<file path="config.mk">
export PLATFORM = sky130hd
export DESIGN_NAME = writeback_arbiter_flat
export DESIGN_NICKNAME = d
export VERILOG_FILES = /design/src/rtl/writeback_arbiter_if.sv /design/src/rtl/writeback_arbiter.sv /design/src/flat_wrapper.sv
export SDC_FILE = /design/constraint.sdc
export NUM_CORES = 1
export LEC_CHECK = 0
export CAP_MARGIN = 30
export CORE_MARGIN = 2
export CORE_UTILIZATION = 41
export DETAILED_ROUTE_END_ITERATION = 10
export HOLD_SLACK_MARGIN = 0.02
export PLACE_DENSITY = 0.74
export SLEW_MARGIN = 20
export SYNTH_ARGS = -nofsm -noshare
export SYNTH_HDL_FRONTEND = slang
export SYNTH_SLANG_ARGS = --single-unit
</file>
<file path="constraint.sdc">
create_clock -name clk -period 1.4 [get_ports clk]
set_input_delay 0.21 -clock clk [delete_from_list [all_inputs] [get_ports clk]]
set_output_delay 0.21 -clock clk [all_outputs]
set_load 0.01 [all_outputs]
</file>
<file path="src/rtl/writeback_arbiter_if.sv">
// Register-file writeback bundle: ALU and load producers in, write port, busy and bypass out.
// The slave modport is the arbiter's view; the master modport is the surrounding pipeline's.
interface writeback_arbiter_if #(
    parameter int DATA_W  = 8,
    parameter int REG_CNT = 4
);
    localparam int REG_AW = $clog2(REG_CNT);

    logic              alu_valid;
    logic              alu_ready;
    logic [REG_AW-1:0] alu_reg;
    logic [DATA_W-1:0] alu_data;

    logic              ld_valid;
    logic              ld_ready;
    logic [REG_AW-1:0] ld_reg;
    logic [DATA_W-1:0] ld_data;

    logic              write_en;
    logic [REG_AW-1:0] write_reg;
    logic [DATA_W-1:0] write_value;

    logic [REG_CNT-1:0] busy;

    logic [REG_AW-1:0] byp_reg;
    logic              byp_hit;
    logic [DATA_W-1:0] byp_data;

    modport slave (
        input  alu_valid, alu_reg, alu_data,
        input  ld_valid, ld_reg, ld_data,
        input  byp_reg,
        output alu_ready, ld_ready,
        output write_en, write_reg, write_value,
        output busy, byp_hit, byp_data
    );

    modport master (
        output alu_valid, alu_reg, alu_data,
        output ld_valid, ld_reg, ld_data,
        output byp_reg,
        input  alu_ready, ld_ready,
        input  write_en, write_reg, write_value,
        input  busy, byp_hit, byp_data
    );
endinterface

</file>
<file path="src/rtl/writeback_arbiter.sv">
// Round-robin merge of ALU results and queued load results onto the single register-file write port.
// Define WB_BYPASS_EN to expose the in-flight write on byp_hit/byp_data; otherwise they are tied to 0.
module writeback_arbiter #(
    parameter int DATA_W   = 8,
    parameter int REG_CNT  = 4,
    parameter int LQ_DEPTH = 2
) (
    input  logic               clk,
    input  logic               reset,
    writeback_arbiter_if.slave bus
);
    localparam int REG_AW = $clog2(REG_CNT);
    localparam int PTR_W  = $clog2(LQ_DEPTH);
    localparam int CNT_W  = PTR_W + 1;

    typedef enum logic {
        GRANT_ALU  = 1'b0,
        GRANT_LOAD = 1'b1
    } grant_e;

    typedef struct packed {
        logic [REG_AW-1:0] dest;
        logic [DATA_W-1:0] value;
    } wb_entry_t;

    wb_entry_t         lq_mem [LQ_DEPTH];
    logic [PTR_W-1:0]  lq_head;
    logic [PTR_W-1:0]  lq_tail;
    logic [CNT_W-1:0]  lq_count;
    grant_e            last_grant;

    logic              write_en_q;
    logic [REG_AW-1:0] write_reg_q;
    logic [DATA_W-1:0] write_value_q;

    logic              lq_empty;
    logic              lq_full;
    logic              enq;
    logic              contention;
    logic              alu_win;
    logic              ld_win;
    wb_entry_t         lq_head_entry;
    logic [REG_CNT-1:0] busy_vec;

    assign lq_empty      = (lq_count == '0);
    assign lq_full       = (lq_count == CNT_W'(LQ_DEPTH));
    assign enq           = bus.ld_valid && !lq_full;
    assign lq_head_entry = lq_mem[lq_head];

    // Without contention the lone candidate wins; with it, the source that lost last time goes.
    assign contention = bus.alu_valid && !lq_empty;
    assign alu_win    = bus.alu_valid && (lq_empty || last_grant == GRANT_LOAD);
    assign ld_win     = !lq_empty && !alu_win;

    assign bus.alu_ready = alu_win;
    assign bus.ld_ready  = !lq_full;

    // NOTE: every clocked assignment uses <= so all registers sample pre-edge values together.
    always_ff @(posedge clk) begin
        if (!reset) begin
            lq_head       <= '0;
            lq_tail       <= '0;
            lq_count      <= '0;
            last_grant    <= GRANT_LOAD;
            write_en_q    <= 1'b0;
            write_reg_q   <= '0;
            write_value_q <= '0;
        end else begin
            if (enq) begin
                lq_tail <= lq_tail + PTR_W'(1);
            end
            if (ld_win) begin
                lq_head <= lq_head + PTR_W'(1);
            end
            case ({enq, ld_win})
                2'b10:   lq_count <= lq_count + CNT_W'(1);
                2'b01:   lq_count <= lq_count - CNT_W'(1);
                default: lq_count <= lq_count;
            endcase

            if (contention) begin
                last_grant <= alu_win ? GRANT_ALU : GRANT_LOAD;
            end

            if (alu_win) begin
                write_en_q    <= 1'b1;
                write_reg_q   <= bus.alu_reg;
                write_value_q <= bus.alu_data;
            end else if (ld_win) begin
                write_en_q    <= 1'b1;
                write_reg_q   <= lq_head_entry.dest;
                write_value_q <= lq_head_entry.value;
            end else begin
                write_en_q    <= 1'b0;
            end
        end
    end

    // NOTE: queue storage is not reset; an entry is only ever read while lq_count marks it valid.
    always_ff @(posedge clk) begin
        if (enq) begin
            lq_mem[lq_tail] <= '{dest: bus.ld_reg, value: bus.ld_data};
        end
    end

    // NOTE: busy_vec gets a full default before the loop so no path leaves it unassigned (no latch).
    always_comb begin
        busy_vec = '0;
        for (int i = 0; i < LQ_DEPTH; i++) begin
            logic [PTR_W-1:0] offset;
            offset = PTR_W'(i) - lq_head;
            if ({1'b0, offset} < lq_count) begin
                busy_vec[lq_mem[i].dest] = 1'b1;
            end
        end
        if (write_en_q) begin
            busy_vec[write_reg_q] = 1'b1;
        end
    end

    assign bus.busy        = busy_vec;
    assign bus.write_en    = write_en_q;
    assign bus.write_reg   = write_reg_q;
    assign bus.write_value = write_value_q;

`ifdef WB_BYPASS_EN
    logic byp_match;
    assign byp_match    = write_en_q && (write_reg_q == bus.byp_reg);
    assign bus.byp_hit  = byp_match;
    assign bus.byp_data = byp_match ? write_value_q : '0;
`else
    logic unused_byp_reg;
    assign unused_byp_reg = ^bus.byp_reg;
    assign bus.byp_hit    = 1'b0;
    assign bus.byp_data   = '0;
`endif

    a_count_bound: assert property (@(posedge clk) disable iff (!reset)
        lq_count <= CNT_W'(LQ_DEPTH));

    a_single_grant: assert property (@(posedge clk) disable iff (!reset)
        !(alu_win && ld_win));
endmodule

</file>
<file path="src/flat_wrapper.sv">
// flat-port wrapper written by rule: the top's interface ports become plain ports
module writeback_arbiter_flat 
#(
    parameter int DATA_W   = 8,
    parameter int REG_CNT  = 4,
    parameter int LQ_DEPTH = 2
)
  (clk, reset, bus_alu_valid, bus_alu_reg, bus_alu_data, bus_ld_valid, bus_ld_reg, bus_ld_data, bus_byp_reg, bus_alu_ready, bus_ld_ready, bus_write_en, bus_write_reg, bus_write_value, bus_busy, bus_byp_hit, bus_byp_data);
  writeback_arbiter_if #(.DATA_W(DATA_W), .REG_CNT(REG_CNT)) bus_i ();
  input  logic clk;
  input  logic reset;
  input wire logic [$bits(bus_i.alu_valid)-1:0] bus_alu_valid;
  input wire logic [$bits(bus_i.alu_reg)-1:0] bus_alu_reg;
  input wire logic [$bits(bus_i.alu_data)-1:0] bus_alu_data;
  input wire logic [$bits(bus_i.ld_valid)-1:0] bus_ld_valid;
  input wire logic [$bits(bus_i.ld_reg)-1:0] bus_ld_reg;
  input wire logic [$bits(bus_i.ld_data)-1:0] bus_ld_data;
  input wire logic [$bits(bus_i.byp_reg)-1:0] bus_byp_reg;
  output wire logic [$bits(bus_i.alu_ready)-1:0] bus_alu_ready;
  output wire logic [$bits(bus_i.ld_ready)-1:0] bus_ld_ready;
  output wire logic [$bits(bus_i.write_en)-1:0] bus_write_en;
  output wire logic [$bits(bus_i.write_reg)-1:0] bus_write_reg;
  output wire logic [$bits(bus_i.write_value)-1:0] bus_write_value;
  output wire logic [$bits(bus_i.busy)-1:0] bus_busy;
  output wire logic [$bits(bus_i.byp_hit)-1:0] bus_byp_hit;
  output wire logic [$bits(bus_i.byp_data)-1:0] bus_byp_data;
  assign bus_i.alu_valid = bus_alu_valid;
  assign bus_i.alu_reg = bus_alu_reg;
  assign bus_i.alu_data = bus_alu_data;
  assign bus_i.ld_valid = bus_ld_valid;
  assign bus_i.ld_reg = bus_ld_reg;
  assign bus_i.ld_data = bus_ld_data;
  assign bus_i.byp_reg = bus_byp_reg;
  assign bus_alu_ready = bus_i.alu_ready;
  assign bus_ld_ready = bus_i.ld_ready;
  assign bus_write_en = bus_i.write_en;
  assign bus_write_reg = bus_i.write_reg;
  assign bus_write_value = bus_i.write_value;
  assign bus_busy = bus_i.busy;
  assign bus_byp_hit = bus_i.byp_hit;
  assign bus_byp_data = bus_i.byp_data;
  writeback_arbiter #(.DATA_W(DATA_W), .REG_CNT(REG_CNT), .LQ_DEPTH(LQ_DEPTH)) u_core (.clk(clk), .reset(reset), .bus(bus_i));
endmodule
</file>
==> flow_summary.yaml <==
layout:
  largest_reg_flops: 20
  area_delta_synth_final_pct: 47.7
  drive_gt1_share_pct: 30.4
  fillers: 327
  regMostFlops: "u_core.lq_mem"
  nNetsFinal: 233
  layout.cells.non_filler: 257
  design_area_um2: 2490
  n_antenna_cell: 0
  post-route-util_pct: 62.7
run_status:
  violations: "negative setup slack"
  status: "finished, violations left"
floorplanning:
  die_area_um2: 4640
  die_width_um: 68.1
  io_pins: 52
  core_area_um2: 3970
  rows: 23
  die_y_um: 68.1
  start_util_pct: 42.4
sta:
  max_freq_mhz: 646
  hold_violations: 0
  setup_viol: 6
  tns_ns: -0.619
  min_period_over_period_pct: 111
  finClkSkew_ns: 0.00979
  drv_slew: 0
  fin_ws_ns: -0.149
  finalCriticalPeriod_ns: 1.55
  rsz0062_at_grt: "true"
place:
  dp.cells: 243
  hpwlAfterDp_mm: 2.66
  post-place-ws_ns: -0.311
  post_dp_cell_area_um2: 2280
  io_buffers: 40
  gp_congestion: 0.832
worst_setup_path:
  critPathMaxStageDelay_ns: 0.45
  cp_cell_sequence: "o32a_1 > o21ai_1 > buf_2"
  worstPathArrival_ns: 1.34
  rr_endpoint: "u_core.lq_count[1]"
  endpoint_kind: "primary output"
  r2r_cells: 7
  r2r_start: "u_core.lq_count[0]"
  crit_path_top_delay_cell: "edfxtp_1"
  cp_max_fo: 4
  crit_type: "reg -> out"
  worstSetupStartpointType: "register"
  r2r_slack_ns: -0.07
  cp.required_ns: 1.19
route:
  antenna_left: 0
  drt_wl_total_mm: 3.85
  drcViolationCount: 0
  dr.first_iter.drc_count: 26
  vias: 1296
  drt_pre_antenna_iters: 4
  viasPerCell: 5.04
  drt-wirelength-per-cell_um: 15.0
global_route:
  grt_max_degree: 14
  gr-usage-all-layers_pct: 17.7
  grt_pass1_vias: 1281
  grt_pass1_wl_mm: 5.76
  antenna_found_initial: 0
  grt-ovfl-total: 0
cts:
  clk_latency_ns: 0.30
  cts_num_sinks: 37
  cts-buffers-inserted: 5
  htree_levels: 2
  clkSlewWorstSetupHoldPaths_ns: 0.08
  ctsHoldBuffers: 0
  clockBufferDepth: 2
  tritoncts: "built"
  cts_root_buf: "clkbuf_8"
yosys:
  synth_seq_cells: 37
  avgSynthCellArea_um2: 12.0
  syn_inst: 140
  synth_warnings: 0
  synthesis.area_um2: 1690
  yosysUniqueCellTypes: 34
  yosysSeqAreaShare_pct: 55.8
job:
  max_cap_violations: 0
power_and_ir_drop:
  powerDensity_nw_per_um2: 1770
  peakVddDrop_mv: 0.740
  p_leak_nw: 1.03
worst_hold_path:
  holdPathStages: 1
  min_path_type: "in -> reg"
  worstHoldEndpoint: "u_core.lq_mem[0][3]"
  hold_start: "bus_ld_data[3]"
where the power goes:
group	switching, mW	internal (mW)	total, mW	leakage (nW)
Sequential	0.204	1.44	1.64	0.331
Clock	0.387	0.399	0.786	0.0512
Combinational	0.859	1.12	1.98	0.653
cells by family after synthesis:
group	count (synthesis)	share of synthesized area, %
AO/OA/AOI/OAI	36	16.9
adder cells (fa/ha/maj)	1	0.742
multiplexers	16	9.50
flip-flops	37	55.8
other	1	0.223
buffers and inverters	20	7.13
XOR/XNOR	4	2.08
AND/OR/NAND/NOR	25	7.65
Yosys cell counts, drive strengths merged:
master   count  area, µm²
and2         3       18.8
a21oi        5       25.0
and3         2       12.5
conb         1       3.75
o41ai        4       35.0
a2bb2oi      1       26.3
mux2i       16        160
or3          1       6.26
xor2         2       17.5
buf         14       96.3
and2b        1       7.51
a21boi       2       15.0
nand2       11       41.3
nand3b       2       15.0
nor2         1       3.75
xnor2        2       17.5
a21bo        1       10.0
o21a         4       30.0
dfxtp       17        340
inv          4       15.0
o221ai       8       70.1
o32a         2       20.0
o21ai        8       43.8
clkbuf       2       8.75
ha           1       12.5
nand3        1       5.00
nand2b       3       18.8
o31a         1       8.76
edfxtp      20        601
layer usage:
| metal | part of all wire, % | vias to the layer above | GRT usage (%) |
|---|---|---|---|
| met5 | 0 | - | 0 |
| met2 | 53 | 36 | 31.1 |
| met3 | 4.3 | 8 | 4.44 |
| met4 | 2.3 | 0 | 9.00 |
| met1 | 41 | 613 | 19.8 |
| li1 | - | 639 | - |
critical path: cells and delay by family, from the launching register on:
kind / cells / cell delay [ns]
buffers and inverters: 1 / 0.15
AOI/OAI and AO/OA: 2 / 0.44
DFF: 1 / 0.45
repair_timing:
item                                   in CTS  in global routing
setup endpoints to repair                  13                 37
pin swaps                                   5                  3
gates resized for setup                    50                 12
endpoints found under the hold margin       0                  0
cloned                                      0                  0
setup buffers                               3                  3
cell usage in the layout (no fill, tap or decap), types with 5 or more instances in the layout:
cell             instances
o221ai_1                 8
clkdlybuf4s50_1         25
buf_4                   20
conb_1                   9
clkbuf_8                 6
buf_2                    5
edfxtp_1                20
nand2_1                  9
mux2i_1                 16
buf_6                    5
dfxtp_1                 12
dlygate4sd2_1            5
through the flow:
step / hold slack [ns] / total power [mW]
2_1_floorplan: 0.309 / 2.54
6_report: 0.499 / 4.41
3_5_place_dp: 0.564 / 3.44
3_3_place_gp: 0.546 / 3.38
5_1_grt: 0.492 / 4.65
4_1_cts: 0.492 / 4.34
how the worst max path moves through the flow:
stage | start | slack, ns | end | cells past startpoint
floorplan | u_core.lq_count[0] | 0.01 | u_core.lq_count[1] | 5
global placement | bus_alu_valid | -0.30 | u_core.lq_count[1] | 5
detailed placement | bus_alu_valid | -0.31 | u_core.lq_count[1] | 5
CTS | u_core.lq_mem[1][9] | -0.12 | bus_busy[2] | 4
global route | u_core.lq_mem[1][9] | -0.19 | bus_busy[0] | 3
finish | u_core.lq_mem[1][9] | -0.15 | bus_busy[0] | 3
area by class of cell:
cell class,count,area [µm²],area share (%)
flip-flops and latches,37,955,38.3
multi-input cells,91,726,29.1
repair buffers,67,636,25.5
clock buffers,6,82.6,3.32
well taps,50,62.6,2.51
inverters,4,15.0,0.603
clock inverters,2,13.8,0.553
Note: power is estimated with default switching activity, not from simulation.
